[src/rtl/hilo_pkg.sv]
// Shared types and encodings for the HI/LO multiply/divide sequencer.
package hilo_pkg;

    typedef enum logic [2:0] {
        StIdle,
        StMul,
        StDivArm,
        StDivWait,
        StCommit
    } hilo_state_e;

    localparam logic [2:0]  CMD_MULT = 3'd0;
    localparam logic [2:0]  CMD_DIV  = 3'd1;
    localparam logic [2:0]  CMD_MTHI = 3'd2;
    localparam logic [2:0]  CMD_MTLO = 3'd3;

    localparam logic [3:0]  ALUOP_ADD = 4'h0;
    localparam logic [3:0]  ALUOP_MUL = 4'h2;
    localparam logic [3:0]  ALUOP_DIV = 4'h3;

    localparam logic [31:0] DIV0_LO = 32'hFFFF_FFFF;

endpackage

[src/rtl/hilo_seq.sv]
// HI/LO owner that sequences MULT/DIV/MTHI/MTLO through the shared ALU.
// Optional divide watchdog is compiled in with HILO_DIV_TIMEOUT_EN.
module hilo_seq
    import hilo_pkg::*;
#(
    parameter int unsigned DW          = 32,
    parameter int unsigned DIV_TIMEOUT = 64
) (
    input  logic          clk,
    input  logic          rst,
    input  logic          cmd_valid,
    output logic          cmd_ready,
    input  logic [2:0]    cmd_op,
    input  logic [DW-1:0] op_a,
    input  logic [DW-1:0] op_b,
    output logic [3:0]    alu_aluop,
    output logic [DW-1:0] alu_a,
    output logic [DW-1:0] alu_b,
    input  logic [DW-1:0] alu_res_high,
    input  logic [DW-1:0] alu_res_low,
    input  logic          alu_div_done,
    output logic [DW-1:0] hi,
    output logic [DW-1:0] lo,
    output logic          busy,
    output logic          done,
    output logic          div0,
    output logic          timeout
);

    hilo_state_e state;

    if (DW != 32) begin : g_dw_check
        $error("hilo_seq supports DW == 32 only");
    end
    if (DIV_TIMEOUT == 0 || DIV_TIMEOUT > 255) begin : g_timeout_check
        $error("DIV_TIMEOUT must fit the 8-bit watchdog counter");
    end

    assign cmd_ready = (state == StIdle);
    assign busy      = ~cmd_ready;

`ifdef HILO_DIV_TIMEOUT_EN
    logic [7:0] wd_cnt;
`endif

    always_ff @(posedge clk or negedge rst) begin
        if (!rst) begin
            state     <= StIdle;
            alu_aluop <= ALUOP_ADD;
            alu_a     <= '0;
            alu_b     <= '0;
            hi        <= '0;
            lo        <= '0;
            done      <= 1'b0;
            div0      <= 1'b0;
            timeout   <= 1'b0;
`ifdef HILO_DIV_TIMEOUT_EN
            wd_cnt    <= '0;
`endif
        end else begin
            done <= 1'b0;
            unique case (state)
                StIdle: begin
                    if (cmd_valid) begin
                        alu_a <= op_a;
                        alu_b <= op_b;
                        // Everything except MULT and a nonzero DIV retires directly.
                        state <= StCommit;
                        done  <= 1'b1;
                        case (cmd_op)
                            CMD_MULT: begin
                                state     <= StMul;
                                done      <= 1'b0;
                                alu_aluop <= ALUOP_MUL;
                            end
                            CMD_DIV: begin
                                if (op_b != '0) begin
                                    state     <= StDivArm;
                                    done      <= 1'b0;
                                    alu_aluop <= ALUOP_DIV;
                                end else begin
                                    hi   <= op_a;
                                    lo   <= DIV0_LO;
                                    div0 <= 1'b1;
                                end
                            end
                            CMD_MTHI: hi <= op_a;
                            CMD_MTLO: lo <= op_a;
                            default: ;
                        endcase
                    end
                end
                StMul: begin
                    hi        <= alu_res_high;
                    lo        <= alu_res_low;
                    alu_aluop <= ALUOP_ADD;
                    done      <= 1'b1;
                    state     <= StCommit;
                end
                StDivArm: begin
                    // A stale div_done seen here belongs to a previous operation.
`ifdef HILO_DIV_TIMEOUT_EN
                    wd_cnt <= '0;
`endif
                    state <= StDivWait;
                end
                StDivWait: begin
                    if (alu_div_done) begin
                        hi        <= alu_res_high;
                        lo        <= alu_res_low;
                        alu_aluop <= ALUOP_ADD;
                        done      <= 1'b1;
                        state     <= StCommit;
                    end
`ifdef HILO_DIV_TIMEOUT_EN
                    else if (wd_cnt == 8'(DIV_TIMEOUT - 1)) begin
                        timeout   <= 1'b1;
                        alu_aluop <= ALUOP_ADD;
                        done      <= 1'b1;
                        state     <= StCommit;
                    end else begin
                        wd_cnt <= wd_cnt + 8'd1;
                    end
`endif
                end
                StCommit: begin
                    state <= StIdle;
                end
                default: begin
                    state     <= StIdle;
                    alu_aluop <= ALUOP_ADD;
                end
            endcase
        end
    end

endmodule

[config.mk]
export PLATFORM = sky130hd
export DESIGN_NAME = hilo_seq
export DESIGN_NICKNAME = d
export VERILOG_FILES = /design/src/rtl/hilo_pkg.sv /design/src/rtl/hilo_seq.sv
export SDC_FILE = /design/constraint.sdc
export NUM_CORES = 1
export LEC_CHECK = 0
export ABC_AREA = 1
export CORE_MARGIN = 5
export CORE_UTILIZATION = 46
export DETAILED_ROUTE_END_ITERATION = 12
export PLACE_DENSITY_LB_ADDON = 0.08
export SYNTH_ARGS = -nofsm -noshare
export SYNTH_HDL_FRONTEND = slang
export SYNTH_SLANG_ARGS = --single-unit
[constraint.sdc]
create_clock -name clk -period 2.6 [get_ports clk]
set_input_delay 0.52 -clock clk [delete_from_list [all_inputs] [get_ports clk]]
set_output_delay 0.52 -clock clk [all_outputs]
set_load 0.005 [all_outputs]
==> reports/metrics.csv, run 1 <==
stage;metric;value;unit
yosys;synthTopCellsByArea;dfrtp_1 54%, nand2_1 28%, nand4_1 6.4%;
route;drc;0;
worst_setup_path;critPathKind;flip-flop to output port;
clocking;clock_sinks;135;
route;avgRoutedWirePerCell;16.7;um
finish;diodes;0;
yosys;netlist-cell-type-count;27;
yosys;synth.top_cell.area_share;53.6;%
yosys;yosys.area_share.simple;39.7;%
route;first_pass_iters;5;
sta;rsz0062_at_grt;false;
place;io_buffer_count;268;
global_route;overflow;0;
worst_setup_path;required;2.08;ns
clocking;holdBufCountCts;0;
yosys;synth_top_family_by_area;simple AND/OR/NAND/NOR gates;
finish;nNetsFinal;1204;
worst_setup_path;path_cells;inv_2, nand2_1, nor2_2, clkdlybuf4s50_1;
sta;hold_viol;0;
sta;max_slew.worst_pin.slew;0.720;ns
global_route;grt_usage;26.2;%
yosys;yosysTopAreaCell;dfrtp_1;
sta;slew_violations;0;
die;io_pins;272;
yosys;netlist_instances;818;
finish;stdcell_area;9640;um^2
worst_setup_path;worstPathArrival;1.76;ns
clocking;cts_setup_buffers;0;
global_route;grt_pass1_wl;33500;um
global_route;antenna_found_initial;0;
route;num_vias;6470;
finish;area_growth;53.1;%
power_and_ir_drop;p_sw_share;37.8;%
route;drt_iter0_drc;492;
yosys;synth.area.mux_share;0;%
yosys;seq_area_frac_synth;53.6;%
worst_setup_path;path_max_fanout;5;
die;start_util;47.2;%
power_and_ir_drop;finalPower;11.9;mW
yosys;syn-cell-area;6300;um^2
yosys;avgSynthCellArea;7.70;um^2
route;drt_wl_total;21000;um
die;die_x;127;um
power_and_ir_drop;intPower;7.40;mW
worst_setup_path;critPathLaunchType;flip-flop;
sta;hold-worst-slack;0.0828;ns
worst_setup_path;crit_path_end_kind;output port;
worst_setup_path;slowest_stage;clkdlybuf4s50_1;
place;dp_hpwl;14700;um
power_and_ir_drop;vdd_drop_max;0.828;mV
clocking;htreeDepth;4;
yosys;ys_ff_latch;135;
worst_setup_path;cp_slowest_stage_delay;0.58;ns
finish;fillers;1111;
place;gp_congestion;0.809;
clocking;cts_made_buffers;17;
yosys;synthAdderAreaFrac;0;%
power_and_ir_drop;p_sw;4.50;mW
yosys;yosys_warnings;1;
job;drv_cap;0;
clocking;postCtsResizedCells;0;
clocking;cts_tree;built;
yosys;synth_xor_area_share;0;%
sta;slew_headroom;52.0;%
min_path;hp-class;primary input to async pin;
sta;fmax;0.440;GHz
sta;timing.final.ws_setup;0.325;ns
sta;final.setup_skew;0.00620;ns
finish;final_common_cell;nand2_1;
clocking;clk_pin_slew;0.06;ns
place;dpl-instance-area;9130;um^2
power_and_ir_drop;seqPwrFrac;31.3;%
clocking;clk-insertion-delay-late;0.42;ns
power_and_ir_drop;p_comb_share;50.7;%
die;fp.dieH;127;um
global_route;grt_max_degree;67;
route;drtAntennaViolNets;0;
sta;finalSetupTns;0;ns
clocking;clk_path_buf_depth;2;
finish;seqCellArea;3380;um^2
global_route;first_global_vias;6553;
sta;fin_crit_sh;87.5;%
power_and_ir_drop;pwr_density_cell;1230;nW/um^2
power_and_ir_drop;p_leak;4.68;nW
finish;final_cell_mix;471 x nand2_1, 267 x clkdlybuf4s50_1, 135 x dfrtp_1, 64 x nand4_1, 36 x nand3_1;
sta;setup_violations;0;
place;pre_cts_ws;0.253;ns
finish;drive_above_1_share;5.28;%
die;dieArea;16100;um^2
route;via_per_inst;5.15;
outcome;outcome;finished, final reports clean;
die;core_area;13300;um^2
power_and_ir_drop;pwr-share-clk;18.1;%
yosys;synth_compound_area_share;1.17;%
clocking;cts_root_buf;clkbuf_16;
sta;timing.final.crit_period;2.28;ns
finish;multiInputGateArea;2620;um^2
die;rows;42;
[sequential cells by signal (all words and copies together) (netlist names)]
signal	count
div0	1
done	1
state	3
hi	32
alu_a	32
lo	32
alu_b	32
alu_aluop	2
[path summary, 6_finish.rpt]
check	start	endpoint	slack [ns]	depth (start not counted)
worst max-delay path	state[0]	cmd_ready	0.32	4
worst min-delay path	rst	alu_a[21]	0.08	1
worst max register to register	state[2]	hi[28]	0.75	8
worst min register to register	alu_b[3]	alu_b[3]	0.47	2
max in group asynchronous	rst	lo[18]	1.81	2
min in group clk	alu_b[3]	alu_b[3]	0.47	2
[per-stage QoR]
step | util, % | std cells
floorplan | - | 820
global placement | 68.4 | 1226
detailed placement | 68.4 | 1226
CTS | 72.3 | 1256
global route | 72.3 | 1256
finish | 72.3 | 1256
[power groups by stage]
stage	registers (mW)	clock network (mW)	logic (mW)
floorplan	3.78	0	2.82
global placement	3.71	0	5.95
detailed placement	3.73	0	6.05
CTS	3.72	2.17	6.09
global route	3.86	2.26	6.65
finish	3.72	2.15	6.03
[routing by layer]
metal	GRT usage [%]	vias to the layer above	part of all wire [%]
li1	-	3103	-
met5	0	-	0
met1	32.3	3022	39
met2	43.1	309	48
met4	9.53	0	2.4
met3	8.68	36	10
[final cells by class]
| class | instances | share of cell area, % |
|---|---|---|
| Tap cell | 176 | 2.28 |
| Clock buffer | 26 | 5.18 |
| Inverter | 11 | 0.428 |
| Sequential cell | 135 | 35.0 |
| Multi-Input combinational cell | 619 | 27.2 |
| Timing Repair Buffer | 285 | 29.7 |
| Clock inverter | 4 | 0.208 |
[critical path, delay by kind of cell, from the launching register on]
family | cells | cell delay (ns)
buffers and inverters | 2 | 0.68
flip-flops | 1 | 0.38
AND/OR/NAND/NOR | 2 | 0.28
[cell usage after synthesis (all sizes together)]
master  count
nand2     471
dfrtp     135
a21oi       2
o21bai      2
clkbuf     16
or2         1
nor2       28
o21a        1
nor4        1
o21ai       6
nor3        2
conb        1
nand4      64
buf        39
inv        11
o211ai      1
nand3      37
[logic make-up (layout without fill, tap and decap cells)]
family,count (synthesis),in the layout
simple gates,604,604
compound gates,12,12
other cells,1,3
flops,135,135
buf+inv,66,326
No activity file was read; power rests on OpenSTA's default activity.
==> inputs of run 2 (changes only) <==
--- a/config.mk
+++ b/config.mk
@@ -10,4 +10,5 @@
 export CORE_UTILIZATION = 46
 export DETAILED_ROUTE_END_ITERATION = 12
+export GPL_TIMING_DRIVEN = 0
 export PLACE_DENSITY_LB_ADDON = 0.08
 export SYNTH_ARGS = -nofsm -noshare
==> constraint.sdc (replaced) <==
create_clock -name clk -period 2.6 [get_ports clk]
set_input_delay 0.39 -clock clk [delete_from_list [all_inputs] [get_ports clk]]
set_output_delay 0.39 -clock clk [all_outputs]
set_load 0.005 [all_outputs]
==> reports/metrics.csv, run 2 (same netlist as run 1, synthesis figures left out) <==
stage;metric;value;unit;change
outcome;outcome;finished, final reports clean;;
global_route;grt_max_degree;79;;+18%
route;wl_met1;8420;um;+1.9%
worst_setup_path;critPathLaunchType;primary input;;
die;core_area;13300;um^2;unchanged
worst_setup_path;critPathKind;primary input to flip-flop;;
sta;timing.final.crit_period;2.18;ns;-0.0901 ns
sta;setup_violations;0;;unchanged
finish;stdcell_count;1298;;+3.3%
clocking;htreeDepth;4;;unchanged
finish;nNetsFinal;1244;;+3.3%
route;routed.top_layer;met4;;
clocking;clk_pin_slew;0.06;ns;about the same
worst_setup_path;crit_path_end_kind;flip-flop;;
global_route;grt_pass1_wl;33400;um;-0.29%
finish;diodes;0;;unchanged
clocking;clk_path_buf_depth;2;;unchanged
worst_setup_path;worstPathArrival;2.49;ns;+0.73 ns
sta;slew_violations;0;;unchanged
worst_setup_path;required;2.90;ns;+0.82 ns
clocking;clock_sinks;135;;unchanged
min_path;hp-class;flip-flop to flip-flop;;
global_route;antenna_found_initial;0;;unchanged
global_route;overflow;0;;unchanged
sta;hold_viol;0;;unchanged
place;gp_congestion;0.868;;+7.3%
global_route;grt_usage;26.4;%;+0.19 points
place;pre_cts_ws;0.0187;ns;-0.235 ns
clocking;clk-insertion-delay-late;0.42;ns;about the same
power_and_ir_drop;pwr_density_cell;1250;nW/um^2;+1.4%
sta;slew_headroom;53.0;%;+0.95 points
min_path;hold_path_startpoint;hi[18];;
worst_setup_path;r2r_setup_slack;0.67;ns;-0.08 ns
sta;timing.final.ws_setup;0.415;ns;+0.0901 ns
route;drt_wl_total;21400;um;+1.7%
die;io_pins;272;;unchanged
finish;final_common_cell;nand2_1;;
min_path;hold_depth;2;;
die;fp.dieH;127;um;unchanged
power_and_ir_drop;vdd_drop_max;0.606;mV;-27%
job;drv_cap;0;;unchanged
die;die_x;127;um;unchanged
worst_setup_path;reg2reg_from;state[0];;
global_route;first_global_vias;6321;;-3.5%
sta;fin_crit_sh;84.0;%;-3.5 points
sta;finalSetupTns;0;ns;unchanged
die;start_util;47.2;%;unchanged
place;io_buffer_count;268;;unchanged
sta;final.setup_skew;0.00687;ns;+0.000667 ns
route;drtAntennaViolNets;0;;unchanged
sta;rsz0062_at_grt;false;;
sta;hold-worst-slack;0.465;ns;+0.382 ns
power_and_ir_drop;p_leak;4.80;nW;+2.7%
route;drc;0;;unchanged
clocking;cts_made_buffers;17;;unchanged
finish;final_util;73.8;%;+1.5 points
place;dpl-instance-area;9240;um^2;+1.2%
min_path;hold_end;hi[18];;
power_and_ir_drop;finalPower;12.3;mW;+3.5%
finish;area_growth;56.3;%;
route;route.met3.wl;2200;um;+4.7%
worst_setup_path;r2r-end;hi[26];;
worst_setup_path;path_max_fanout;10;;+5
sta;max_slew.worst_pin.slew;0.703;ns;-0.0173 ns
place;dp_hpwl;15900;um;+8.3%
worst_setup_path;worstRegToRegCells;8;;unchanged
route;first_pass_iters;5;;unchanged
route;drt_iter0_drc;596;;+21%
finish;stdcell_area;9850;um^2;+2.1%
finish;final_cell_mix;471 x nand2_1, 267 x clkdlybuf4s50_1, 135 x dfrtp_1, 64 x nand4_1, 36 x nand3_1;;
place;dp_cells;1265;;+3.2%
die;dieArea;16100;um^2;unchanged
clocking;cts_tree;built;;
finish;drive_above_1_share;7.04;%;+1.8 points
route;avgRoutedWirePerCell;16.5;um;-1.6%
route;wl_met2;10300;um;+1.4%
clocking;cts_root_buf;clkbuf_16;;
route;num_vias;6574;;+1.6%
die;rows;42;;unchanged
route;via_per_inst;5.06;;-1.7%
sta;fmax;0.458;GHz;+4.1%
## run 2: where the power goes
group	total (mW)	internal, mW	switching (mW)
Clock	2.46	1.58	0.884
Sequential	3.69	3.15	0.535
Combinational	6.17	3.03	3.14
## run 2: how the worst max path moves through the flow
stage                         start        to  slack, ns  depth (start not counted)
after CTS                 cmd_op[0]    hi[26]       0.46                          7
after global placement          rst  alu_a[1]      -4.32                          1
after floorplan            state[2]    lo[10]       1.13                          8
final                     cmd_op[0]    hi[26]       0.42                          7
after detailed placement  cmd_op[0]    hi[26]       0.02                          7
after global routing      cmd_op[0]    hi[24]       0.27                          7
## run 2: critical path, cell delays in order
cell and delay [ns]:
clkdlybuf4s50_1 0.52, nand2_1 0.13, o211ai_1 0.60, nand3_1 0.40, buf_2 0.30, nand2_1 0.08
nand2_1 0.05
## run 2: final cells by class
cell class	instances	area [um^2]
Fill cell	1080	3500
Sequential cell	135	3380
Timing Repair Buffer	270	2720
Multi-Input combinational cell	619	2590
Clock buffer	23	478
Buffer	55	302
Tap cell	176	220
Clock inverter	9	123
Inverter	11	41.3
## run 2: routing by layer
layer | track usage, % | vias up
met5 | 0 | -
met1 | 32.7 | 3023
li1 | - | 3195
met2 | 43.3 | 316
met4 | 8.52 | 0
met3 | 9.39 | 40
## run 2: repair_timing
item                                    4_1_cts  5_1_grt
endpoints found under the setup margin        0        0
hold endpoints to repair                     57        0
hold buffers                                  1        0
resized for setup                             0        0
buffers inserted                              0        0
==> inputs of run 3 (changes only) <==
CORE_UTILIZATION = 43   (was 46)
clock period = 2.1 ns   (was 2.6 ns; I/O delays follow)
==> reports/metrics.csv, run 3 (same netlist as run 1, synthesis figures left out) <==
stage;metric;value;unit;change
global_route;grt_usage;24.5;%;-1.9 points
sta;slew_headroom;59.5;%;+6.5 points
finish;nNetsFinal;1246;;+0.16%
worst_setup_path;path_depth;4;;-3
worst_setup_path;required;1.78;ns;-1.12 ns
worst_setup_path;worstPathArrival;1.68;ns;-0.81 ns
place;gp_congestion;0.831;;-4.3%
power_and_ir_drop;seqPwrFrac;30.1;%;about the same
finish;final_common_cell;nand2_1;;
worst_setup_path;path_cells;inv_2, nand2_1, nor2_4, clkdlybuf4s50_1;;
outcome;outcome;finished, final reports clean;;
power_and_ir_drop;vdd_drop_max;0.776;mV;+28%
sta;final.setup_skew;0.00826;ns;+0.00140 ns
sta;fin_crit_sh;95.1;%;
die;core_area;14500;um^2;+8.5%
place;io_buffer_count;268;;unchanged
sta;setup_violations;0;;unchanged
die;fp.dieH;131;um;+3.2%
clocking;clk_pin_slew;0.06;ns;about the same
finish;stdcell_count;1308;;+0.77%
power_and_ir_drop;pwr_density_cell;1540;nW/um^2;+23%
sta;hold_viol;0;;unchanged
route;via_per_inst;4.91;;-3.0%
worst_setup_path;critPathKind;flip-flop to output port;;
global_route;first_global_vias;6230;;-1.4%
worst_setup_path;crit_path_end_kind;output port;;
die;rows;44;;+4.8%
global_route;grt_pass1_wl;32100;um;-3.8%
die;die_x;131;um;+3.2%
worst_setup_path;critPathLaunchType;flip-flop;;
die;start_util;43.5;%;-3.7 points
place;dpl-instance-area;9250;um^2;+0.11%
worst_setup_path;critPathTopFamily;buffers and inverters;;
finish;final_cell_mix;471 x nand2_1, 267 x clkdlybuf4s50_1, 135 x dfrtp_1, 64 x nand4_1, 36 x nand3_1;;
sta;timing.final.crit_period;2.00;ns;
clocking;cts_made_buffers;17;;unchanged
route;drt_iter0_drc;521;;-13%
sta;rsz0062_at_grt;false;;
power_and_ir_drop;pwr-share-clk;20.2;%;+0.2 points
power_and_ir_drop;p_sw;5.61;mW;+23%
worst_setup_path;worstRegToRegCells;7;;-1
power_and_ir_drop;intPower;9.61;mW;+24%
power_and_ir_drop;p_leak;4.80;nW;about the same
clocking;clk-insertion-delay-late;0.42;ns;about the same
finish;area_growth;56.9;%;
clocking;cts_tree;built;;
finish;fillers;1254;;+16%
route;avgRoutedWirePerCell;16.0;um;-2.8%
clocking;clock_sinks;135;;unchanged
global_route;overflow;0;;unchanged
sta;fmax;0.501;GHz;
clocking;cts_root_buf;clkbuf_16;;
global_route;grt_max_degree;73;;-7.6%
min_path;hp-class;primary input to async pin;;
worst_setup_path;slowest_stage;clkdlybuf4s50_1;;
route;drtAntennaViolNets;0;;unchanged
route;num_vias;6427;;-2.2%
sta;max_slew.worst_pin.slew;0.608;ns;-0.0945 ns
route;drc;0;;unchanged
finish;drive_above_1_share;7.30;%;+0.25 points
global_route;antenna_found_initial;0;;unchanged
place;dp_hpwl;15700;um;-1.3%
finish;diodes;0;;unchanged
die;io_pins;272;;unchanged
route;drt_wl_total;20900;um;-2.1%
sta;slew_violations;0;;unchanged
worst_setup_path;path_max_fanout;5;;-5
power_and_ir_drop;p_sw_share;36.9;%;-0.13 points
clocking;htreeDepth;4;;unchanged
worst_setup_path;critPathBufInv;2;;unchanged
finish;stdcell_area;9890;um^2;+0.38%
job;drv_cap;0;;unchanged
clocking;clk_path_buf_depth;2;;unchanged
power_and_ir_drop;p_comb_share;49.7;%;-0.4 points
worst_setup_path;cp_slowest_stage_delay;0.56;ns;-0.04 ns
die;dieArea;17200;um^2;+6.4%
route;first_pass_iters;6;;+1
place;dp_cells;1273;;+0.63%
-- run 3: metal layers --
layer	GRT usage, %	wire length [um]	vias to the layer above
met4	8.29	426	0
met2	39.7	9980	263
li1	-	-	3195
met5	0	0	-
met3	8.66	2150	33
met1	30.6	8370	2936
-- run 3: final timing paths --
path / from / end / slack [ns]
worst min-delay path: rst / alu_a[23] / 0.46
worst max-delay path: state[0] / cmd_ready / 0.10
worst min register to register: alu_a[10] / alu_a[10] / 0.47
max in group asynchronous: rst / state[1] / 0.87
min in group clk: op_b[16] / alu_b[16] / 0.46
worst max register to register: state[2] / lo[15] / 0.23
-- run 3: cell type report --
cell class	count	area (um^2)	share of cell area, %
clock inverters	11	148	1.49
plain buffers	55	302	3.05
well taps	184	230	2.33
inverters	11	41.3	0.418
clock buffers	21	460	4.66
multi-input cells	619	2590	26.2
repair buffers	272	2740	27.7
flip-flops and latches	135	3380	34.2
-- run 3: repair_timing --
action                                  in CTS  in global routing
hold endpoints to repair                    63                  0
endpoints found under the setup margin       0                  6
hold buffers                                 1                  0
resized for setup                            0                  1
setup buffers                                0                  2
-- run 3: through the flow --
stage,power (mW),utilization [%],setup TNS (ns),setup slack (ns),hold WS (ns)
final,15.2,68.3,0,0.104,0.459
after global routing,16.4,68.3,0,0.0205,0.450
after CTS,15.3,68.1,0,0.0461,0.445
after detailed placement,12.2,63.9,-14.82,-0.374,0.346
after global placement,12.1,63.7,-662.09,-4.80,0.452
after floorplan,8.17,-,0,0.627,0.0194
-- run 3: power groups by stage --
stage               clock network [mW]  logic (mW)  registers [mW]
finish                            3.07        7.57            4.59
global route                      3.25        8.41            4.73
CTS                               3.12        7.62            4.58
detailed placement                   0        7.60            4.59
global placement                     0        7.51            4.56
floorplan                            0        3.49            4.67
